File: src/rtl/core_fetch_if.sv
// Instruction-memory request/response bus between the fetch stage and imem.
interface core_fetch_if;
  logic        IMEM_REQ;
  logic [31:0] IMEM_ADDR;
  logic        IMEM_GNT;
  logic        IMEM_RVALID;
  logic [31:0] IMEM_RDATA;

  modport master (
    output IMEM_REQ,
    output IMEM_ADDR,
    input  IMEM_GNT,
    input  IMEM_RVALID,
    input  IMEM_RDATA
  );

  modport slave (
    input  IMEM_REQ,
    input  IMEM_ADDR,
    output IMEM_GNT,
    output IMEM_RVALID,
    output IMEM_RDATA
  );
endinterface

File: src/rtl/core_fetch.sv
// Instruction fetch stage: keeps the fetch PC, issues in-order imem reads
// (at most two in flight or buffered), and presents instructions to decode
// from a 2-entry {pc, word} buffer. REDIRECT flushes and restarts fetch.
// Optional build macro CORE_FETCH_MISALIGN_EN: a misaligned redirect target
// parks the stage in HALT with MISALIGN=1 until an aligned redirect.
// IMEM_REQ and the INST* outputs are combinational views of the state flops
// (REQ must drop in the redirect cycle and react to this cycle's STALL).
module core_fetch #(
  parameter logic [31:0] RESET_PC = 32'h0000_0000
) (
  input  logic         CLK,
  input  logic         RST_N,
  input  logic         STALL,
  input  logic         REDIRECT,
  input  logic [31:0]  REDIRECT_PC,
  core_fetch_if.master imem,
  output logic [31:0]  INST,
  output logic [31:0]  INST_PC,
  output logic         INST_VALID,
  output logic         MISALIGN
);

  localparam int unsigned XLEN  = 32;
  localparam int unsigned CNT_W = 2;
  localparam int unsigned SUM_W = 3;
  localparam logic [XLEN-1:0] NOP_INST = 32'h0000_0013;
  localparam logic [XLEN-1:0] PC_STEP  = 32'd4;

  typedef enum logic {ST_RUN, ST_HALT} state_e;

  typedef struct packed {
    logic [XLEN-1:0] pc;
    logic [XLEN-1:0] word;
  } entry_t;

  state_e           state_q, state_d;
  logic             misalign_q, misalign_d;
  logic             started_q, started_d;
  logic [XLEN-1:0]  pc_q, pc_d;
  entry_t           fb_q [2];
  entry_t           fb_d [2];
  logic [CNT_W-1:0] fb_cnt_q, fb_cnt_d;
  logic [XLEN-1:0]  out_pc_q [2];
  logic [XLEN-1:0]  out_pc_d [2];
  logic [1:0]       out_disc_q, out_disc_d;
  logic [CNT_W-1:0] out_cnt_q, out_cnt_d;

  logic [XLEN-1:0]  redirect_pc_c;
  logic             misalign_hit_c;
  logic             valid_c;
  logic             consume_c;
  logic             rsp_c;
  logic             write_c;
  logic [SUM_W-1:0] load_c;
  logic             req_c;
  logic             grant_c;

`ifdef CORE_FETCH_MISALIGN_EN
  assign redirect_pc_c  = REDIRECT_PC;
  assign misalign_hit_c = (REDIRECT_PC[1:0] != 2'b00);
`else
  assign redirect_pc_c  = REDIRECT_PC & ~32'h0000_0003;
  assign misalign_hit_c = 1'b0;
`endif

  // Handshake terms: head valid, consume, response accept, request gating.
  assign valid_c   = RST_N && (state_q == ST_RUN) && (fb_cnt_q != '0);
  assign consume_c = valid_c && !STALL && !REDIRECT;
  assign rsp_c     = imem.IMEM_RVALID && (out_cnt_q != '0);
  assign write_c   = rsp_c && !out_disc_q[0] && !REDIRECT;
  assign load_c    = SUM_W'(out_cnt_q) + SUM_W'(fb_cnt_q) - SUM_W'(consume_c);
  assign req_c     = RST_N && started_q && (state_q == ST_RUN) && !REDIRECT
                     && (load_c < SUM_W'(2));
  assign grant_c   = req_c && imem.IMEM_GNT;

  assign imem.IMEM_REQ  = req_c;
  assign imem.IMEM_ADDR = pc_q;
  assign INST_VALID     = valid_c;
  assign INST           = valid_c ? fb_q[0].word : NOP_INST;
  assign INST_PC        = valid_c ? fb_q[0].pc : '0;
  assign MISALIGN       = misalign_q;

  // Run/halt next state: only a redirect can change it.
  always_comb begin
    state_d = state_q;
    if (REDIRECT) begin
      state_d = misalign_hit_c ? ST_HALT : ST_RUN;
    end
    misalign_d = (state_d == ST_HALT);
  end

  // State register for the run/halt FSM.
  always_ff @(posedge CLK) begin
    if (!RST_N) begin
      state_q    <= ST_RUN;
      misalign_q <= 1'b0;
    end else begin
      state_q    <= state_d;
      misalign_q <= misalign_d;
    end
  end

  // Next PC, outstanding-request tags and fetch buffer contents.
  always_comb begin
    started_d  = 1'b1;
    pc_d       = pc_q;
    fb_d       = fb_q;
    fb_cnt_d   = fb_cnt_q;
    out_pc_d   = out_pc_q;
    out_disc_d = out_disc_q;
    out_cnt_d  = out_cnt_q;

    if (rsp_c) begin
      out_pc_d[0]   = out_pc_q[1];
      out_disc_d[0] = out_disc_q[1];
      out_disc_d[1] = 1'b0;
      out_cnt_d     = out_cnt_q - CNT_W'(1);
    end
    if (grant_c) begin
      out_pc_d[out_cnt_d[0]]   = pc_q;
      out_disc_d[out_cnt_d[0]] = 1'b0;
      out_cnt_d                = out_cnt_d + CNT_W'(1);
      pc_d                     = pc_q + PC_STEP;
    end

    if (consume_c) begin
      fb_d[0]  = fb_q[1];
      fb_cnt_d = fb_cnt_q - CNT_W'(1);
    end
    if (write_c) begin
      fb_d[fb_cnt_d[0]] = '{pc: out_pc_q[0], word: imem.IMEM_RDATA};
      fb_cnt_d          = fb_cnt_d + CNT_W'(1);
    end

    // Redirect wins: flush buffer, retarget PC, orphan everything in flight.
    if (REDIRECT) begin
      fb_cnt_d   = '0;
      pc_d       = redirect_pc_c;
      out_disc_d = 2'b11;
    end
  end

  // Datapath registers with synchronous active-low reset.
  always_ff @(posedge CLK) begin
    if (!RST_N) begin
      started_q  <= 1'b0;
      pc_q       <= RESET_PC;
      fb_q       <= '{default: '0};
      fb_cnt_q   <= '0;
      out_pc_q   <= '{default: '0};
      out_disc_q <= '0;
      out_cnt_q  <= '0;
    end else begin
      started_q  <= started_d;
      pc_q       <= pc_d;
      fb_q       <= fb_d;
      fb_cnt_q   <= fb_cnt_d;
      out_pc_q   <= out_pc_d;
      out_disc_q <= out_disc_d;
      out_cnt_q  <= out_cnt_d;
    end
  end

endmodule

File: src/flat_wrapper.sv
// flat-port wrapper written by rule: the top's interface ports become plain ports
module core_fetch_flat 
#(
  parameter logic [31:0] RESET_PC = 32'h0000_0000
)
  (CLK, RST_N, STALL, REDIRECT, REDIRECT_PC, INST, INST_PC, INST_VALID, MISALIGN, imem_IMEM_REQ, imem_IMEM_ADDR, imem_IMEM_GNT, imem_IMEM_RVALID, imem_IMEM_RDATA);
  core_fetch_if imem_i ();
  input  logic CLK;
  input  logic RST_N;
  input  logic STALL;
  input  logic REDIRECT;
  input  logic [31:0] REDIRECT_PC;
  output logic [31:0] INST;
  output logic [31:0] INST_PC;
  output logic INST_VALID;
  output logic MISALIGN;
  output wire logic [$bits(imem_i.IMEM_REQ)-1:0] imem_IMEM_REQ;
  output wire logic [$bits(imem_i.IMEM_ADDR)-1:0] imem_IMEM_ADDR;
  input wire logic [$bits(imem_i.IMEM_GNT)-1:0] imem_IMEM_GNT;
  input wire logic [$bits(imem_i.IMEM_RVALID)-1:0] imem_IMEM_RVALID;
  input wire logic [$bits(imem_i.IMEM_RDATA)-1:0] imem_IMEM_RDATA;
  assign imem_IMEM_REQ = imem_i.IMEM_REQ;
  assign imem_IMEM_ADDR = imem_i.IMEM_ADDR;
  assign imem_i.IMEM_GNT = imem_IMEM_GNT;
  assign imem_i.IMEM_RVALID = imem_IMEM_RVALID;
  assign imem_i.IMEM_RDATA = imem_IMEM_RDATA;
  core_fetch #(.RESET_PC(RESET_PC)) u_core (.CLK(CLK), .RST_N(RST_N), .STALL(STALL), .REDIRECT(REDIRECT), .REDIRECT_PC(REDIRECT_PC), .imem(imem_i), .INST(INST), .INST_PC(INST_PC), .INST_VALID(INST_VALID), .MISALIGN(MISALIGN));
endmodule
File: config.mk
export PLATFORM = sky130hd
export DESIGN_NAME = core_fetch_flat
export DESIGN_NICKNAME = d
export VERILOG_FILES = /design/src/rtl/core_fetch_if.sv /design/src/rtl/core_fetch.sv /design/src/flat_wrapper.sv
export SDC_FILE = /design/constraint.sdc
export NUM_CORES = 1
export LEC_CHECK = 0
export ABC_AREA = 1
export BUFFER_PORTS_ARGS = -buffer_cell sky130_fd_sc_hd__buf_2
export CAP_MARGIN = 20
export CELL_PAD_IN_SITES_DETAIL_PLACEMENT = 1
export CELL_PAD_IN_SITES_GLOBAL_PLACEMENT = 2
export CORE_UTILIZATION = 28
export CTS_CLUSTER_DIAMETER = 200
export DETAILED_ROUTE_END_ITERATION = 10
export PLACE_DENSITY_LB_ADDON = 0.12
export SLEW_MARGIN = 20
export SYNTH_ARGS = -nofsm -noshare
export SYNTH_HDL_FRONTEND = slang
export SYNTH_SLANG_ARGS = --single-unit
File: constraint.sdc
create_clock -name CLK -period 3.4 [get_ports CLK]
set_input_delay 1.02 -clock CLK [delete_from_list [all_inputs] [get_ports CLK]]
set_output_delay 1.02 -clock CLK [all_outputs]
set_load 0.05 [all_outputs]
==> qor.csv <==
stage,metric,value,unit
sta,"Hold Vio Cnt, Final",0,
sta,Worst Skew,0.0124,ns
routing,vias per std cell,4.61,
grt,Tot GR Track Use,0.186,
power,maximum VDD drop,328,uV
sta,"Setup violations, final",1,
sta,Tmin final,3.67,ns
layout,Final nets,1895,
layout,final instance area,13500,sq um
placed_design,Routability Congestion,0.791,
layout,Layout Cells excl Fill,2352,
cts,clock slew at reported path FFs,0.06,ns
yosys,"Cell Area, Synth",10900,sq um
sta,Worst-Margin Slew,0.976,ns
sta,max-slew violation count,0,
yosys,Synth async-reset ratio,0,
grt,initial antenna violation count,0,
floorplanning,Site Rows,71,
routing,Routed WL per cell,15.5,um
yosys,synthesized flop and latch total,229,
yosys,Synth Warn #,0,
yosys,Gate Count Post-Synth,1678,
cts,cts bufs inserted,29,
critical_path,CP peak stage delay,0.48,ns
critical_path,Buf/Inv on CP,6,
routing,routed vias,10800,
sta,Final Worst Setup Slack,-0.271,ns
job,Max-Cap Viols,0,
floorplanning,die area,39700,sq um
layout,share of cells above drive strength 1,0.167,
grt,first-pass GRT wire length,59100,um
critical_path,worst path cell trace,buf_4 > inv_4 > nor2_4 > buf_4 > a21oi_4 > nor2_4 > inv_2 > nand2_2 > fa_1 > nand2_1 > nor2_2 > nand2_2 > clkinvlp_4 > buf_8,
routing,Initial DRC Count,512,
hold_path,worst hold path type,register to register,
critical_path,CP Capture Type,output port,
critical_path,"CP delay by family, top",buffers and inverters,
status,failing checks,negative setup slack,
cts,H-tree depth,1,
power,Static Leak,0.00601,uW
cts,worst skew pair latency,0.55,ns
sta,period utilization,1.08,
layout,"most common cell after layout, fill and taps aside",nand2_1,
floorplanning,IO Pins,169,
sta,RSZ-0062 raised after global routing,yes,
critical_path,WP data arrival,2.65,ns
critical_path,crit path kind,primary input to output port,
placed_design,"Cell Area, Placed",12400,sq um
cts,CTS tree,yes,
power,PD cells,549,nW/um^2
routing,drt drc,0,
routing,total wire length,36500,um
placed_design,Placed Cells incl. Taps,2294,
critical_path,crit path launch type,primary input,
sta,Post-Route Setup TNS,-0.271,ns
layout,area delta synth->final,23.7,%
sta,fmax,0.272,GHz
floorplanning,Die H,199,um
grt,vias in the first global route,10900,
sta,Slew HR,0.349,
critical_path,CP max stage cell,fa_1,
cts,Clock Path Buffers,3,
critical_path,WP data required,2.38,ns
floorplanning,Starting Density,0.287,
floorplanning,core area,37900,sq um
yosys,Yosys cell types,34,
grt,Overflow after GRT,0,
yosys,ys flop type,dfxtp_1,
placed_design,hpwl dp,24100,um
floorplanning,chip width,199,um
routing,drt pass-1 iters,4,
yosys,"Seq/Total Area, Yosys",0.421,
routing,Antenna Nets Post-Route,0,
layout,diode count,0,
cts,Root Buffer,clkbuf_16,
status,status,"finished, violations left",
yosys,syn_area_per_cell,6.49,sq um
placed_design,pre-CTS setup slack,-0.428,ns
cts,CTS Sinks,229,
placed_design,input/output buffers,163,
critical_path,crit-path max FO,4,
grt,largest net degree at the start of global routing,96,
layout,"commonest cells after routing, fill and taps aside","nand2_1 (333), nor2_1 (316), dfxtp_1 (228)",
yosys,number of synthesized flops with an enable pin,0,
through the flow:
| stage | utilization | power (uW) | hold WS, ns |
|---|---|---|---|
| 2_1_floorplan | - | 3970 | 0.412 |
| 3_3_place_gp | 0.328 | 4370 | 0.419 |
| 3_5_place_dp | 0.328 | 4390 | 0.422 |
| 4_1_cts | 0.354 | 7530 | 0.430 |
| 5_1_grt | 0.355 | 7830 | 0.462 |
| 6_report | 0.355 | 7390 | 0.429 |
synthesized netlist by cell type, types with 3 or more instances:
library cell / number / area share
buf_1: 3 / 0.0010
inv_1: 163 / 0.056
inv_2: 14 / 0.0048
nor2_2: 5 / 0.0029
o21ai_1: 13 / 0.0060
o21bai_1: 3 / 0.0021
nor3_1: 3 / 0.0014
clkbuf_1: 77 / 0.027
dfxtp_1: 229 / 0.42
or2_2: 4 / 0.0023
nor2_1: 318 / 0.11
a21oi_1: 108 / 0.050
xnor2_1: 4 / 0.0032
nand3_1: 199 / 0.091
buf_4: 12 / 0.0083
o21ai_0: 141 / 0.065
nor2_4: 3 / 0.0031
ha_1: 6 / 0.0069
nand2_1: 335 / 0.12
a31oi_1: 5 / 0.0029
buf_2: 18 / 0.0083
per-layer routing:
metal	vias up	GRT usage	wire [um]
met5	-	0	0
met4	0	0.0453	738
met3	45	0.0226	1360
met2	166	0.305	16200
met1	5040	0.257	18100
li1	5584	-	-
cell families after synthesis:
logic type / count (synthesis) / share of synthesized area
and+or+nand+nor: 873 / 0.330
buffers and inverters: 289 / 0.107
AOI/OAI and AO/OA: 272 / 0.127
DFF: 229 / 0.421
adders and majority gates: 7 / 0.00873
xor gates and xnor gates: 6 / 0.00483
other: 1 / 0.000344
muxes: 1 / 0.00103
report_power, final:
group | total, uW | leakage [uW] | switching (uW) | internal, uW
registers | 3090 | 0.00186 | 169 | 2920
logic | 1250 | 0.00368 | 827 | 419
clock network | 3060 | 0.000474 | 1200 | 1860
total | 7390 | 0.00601 | 2200 | 5190
final timing paths:
check | slack [ns] | endpoint | cells past startpoint | from
worst max-delay path | -0.27 | imem_IMEM_REQ | 14 | RST_N
worst min-delay path | 0.43 | u_core.out_pc_q[1]$_SDFFE_PN0N_ | 2 | u_core.out_pc_q[1]$_SDFFE_PN0N_
worst max register to register | 0.45 | u_core.imem.IMEM_ADDR[20]$_SDFFE_PN0P_ | 21 | u_core.fb_cnt_q[0]$_SDFF_PP0_
worst min register to register | 0.43 | u_core.out_pc_q[1]$_SDFFE_PN0N_ | 2 | u_core.out_pc_q[1]$_SDFFE_PN0N_
area by class of cell:
cell class / instances / area (sq um)
inverter: 178 / 677
multi-input combinational: 1162 / 5210
tap: 511 / 639
clock inverter: 6 / 58.8
timing repair buffer: 218 / 1400
sequential: 229 / 4590
fill: 4879 / 24500
clock buffer: 48 / 897
worst register-to-register path: stages (launching register included):
cell	delay (ns)
dfxtp_2	0.33
inv_2	0.08
ha_4	0.15
nor2_4	0.04
buf_4	0.14
a21oi_4	0.16
nor2_4	0.06
inv_2	0.06
nand2_2	0.04
fa_1	0.48
nand2_1	0.06
nor2_2	0.12
buf_4	0.13
nand3_2	0.18
buf_4	0.24
buf_12	0.12
nor2_1	0.12
nand2_1	0.07
nand2_1	0.08
nand3_1	0.06
nand2_1	0.07
inv_1	0.04
timing repair:
action / in CTS / in global routing
endpoints found under the hold margin: 0 / 0
setup endpoints to repair: 24 / 46
hold buffers: 0 / 0
setup buffers: 3 / 1
pin swaps: 2 / 2
resized for setup: 10 / 6
Note: power is estimated with default switching activity, not from simulation.
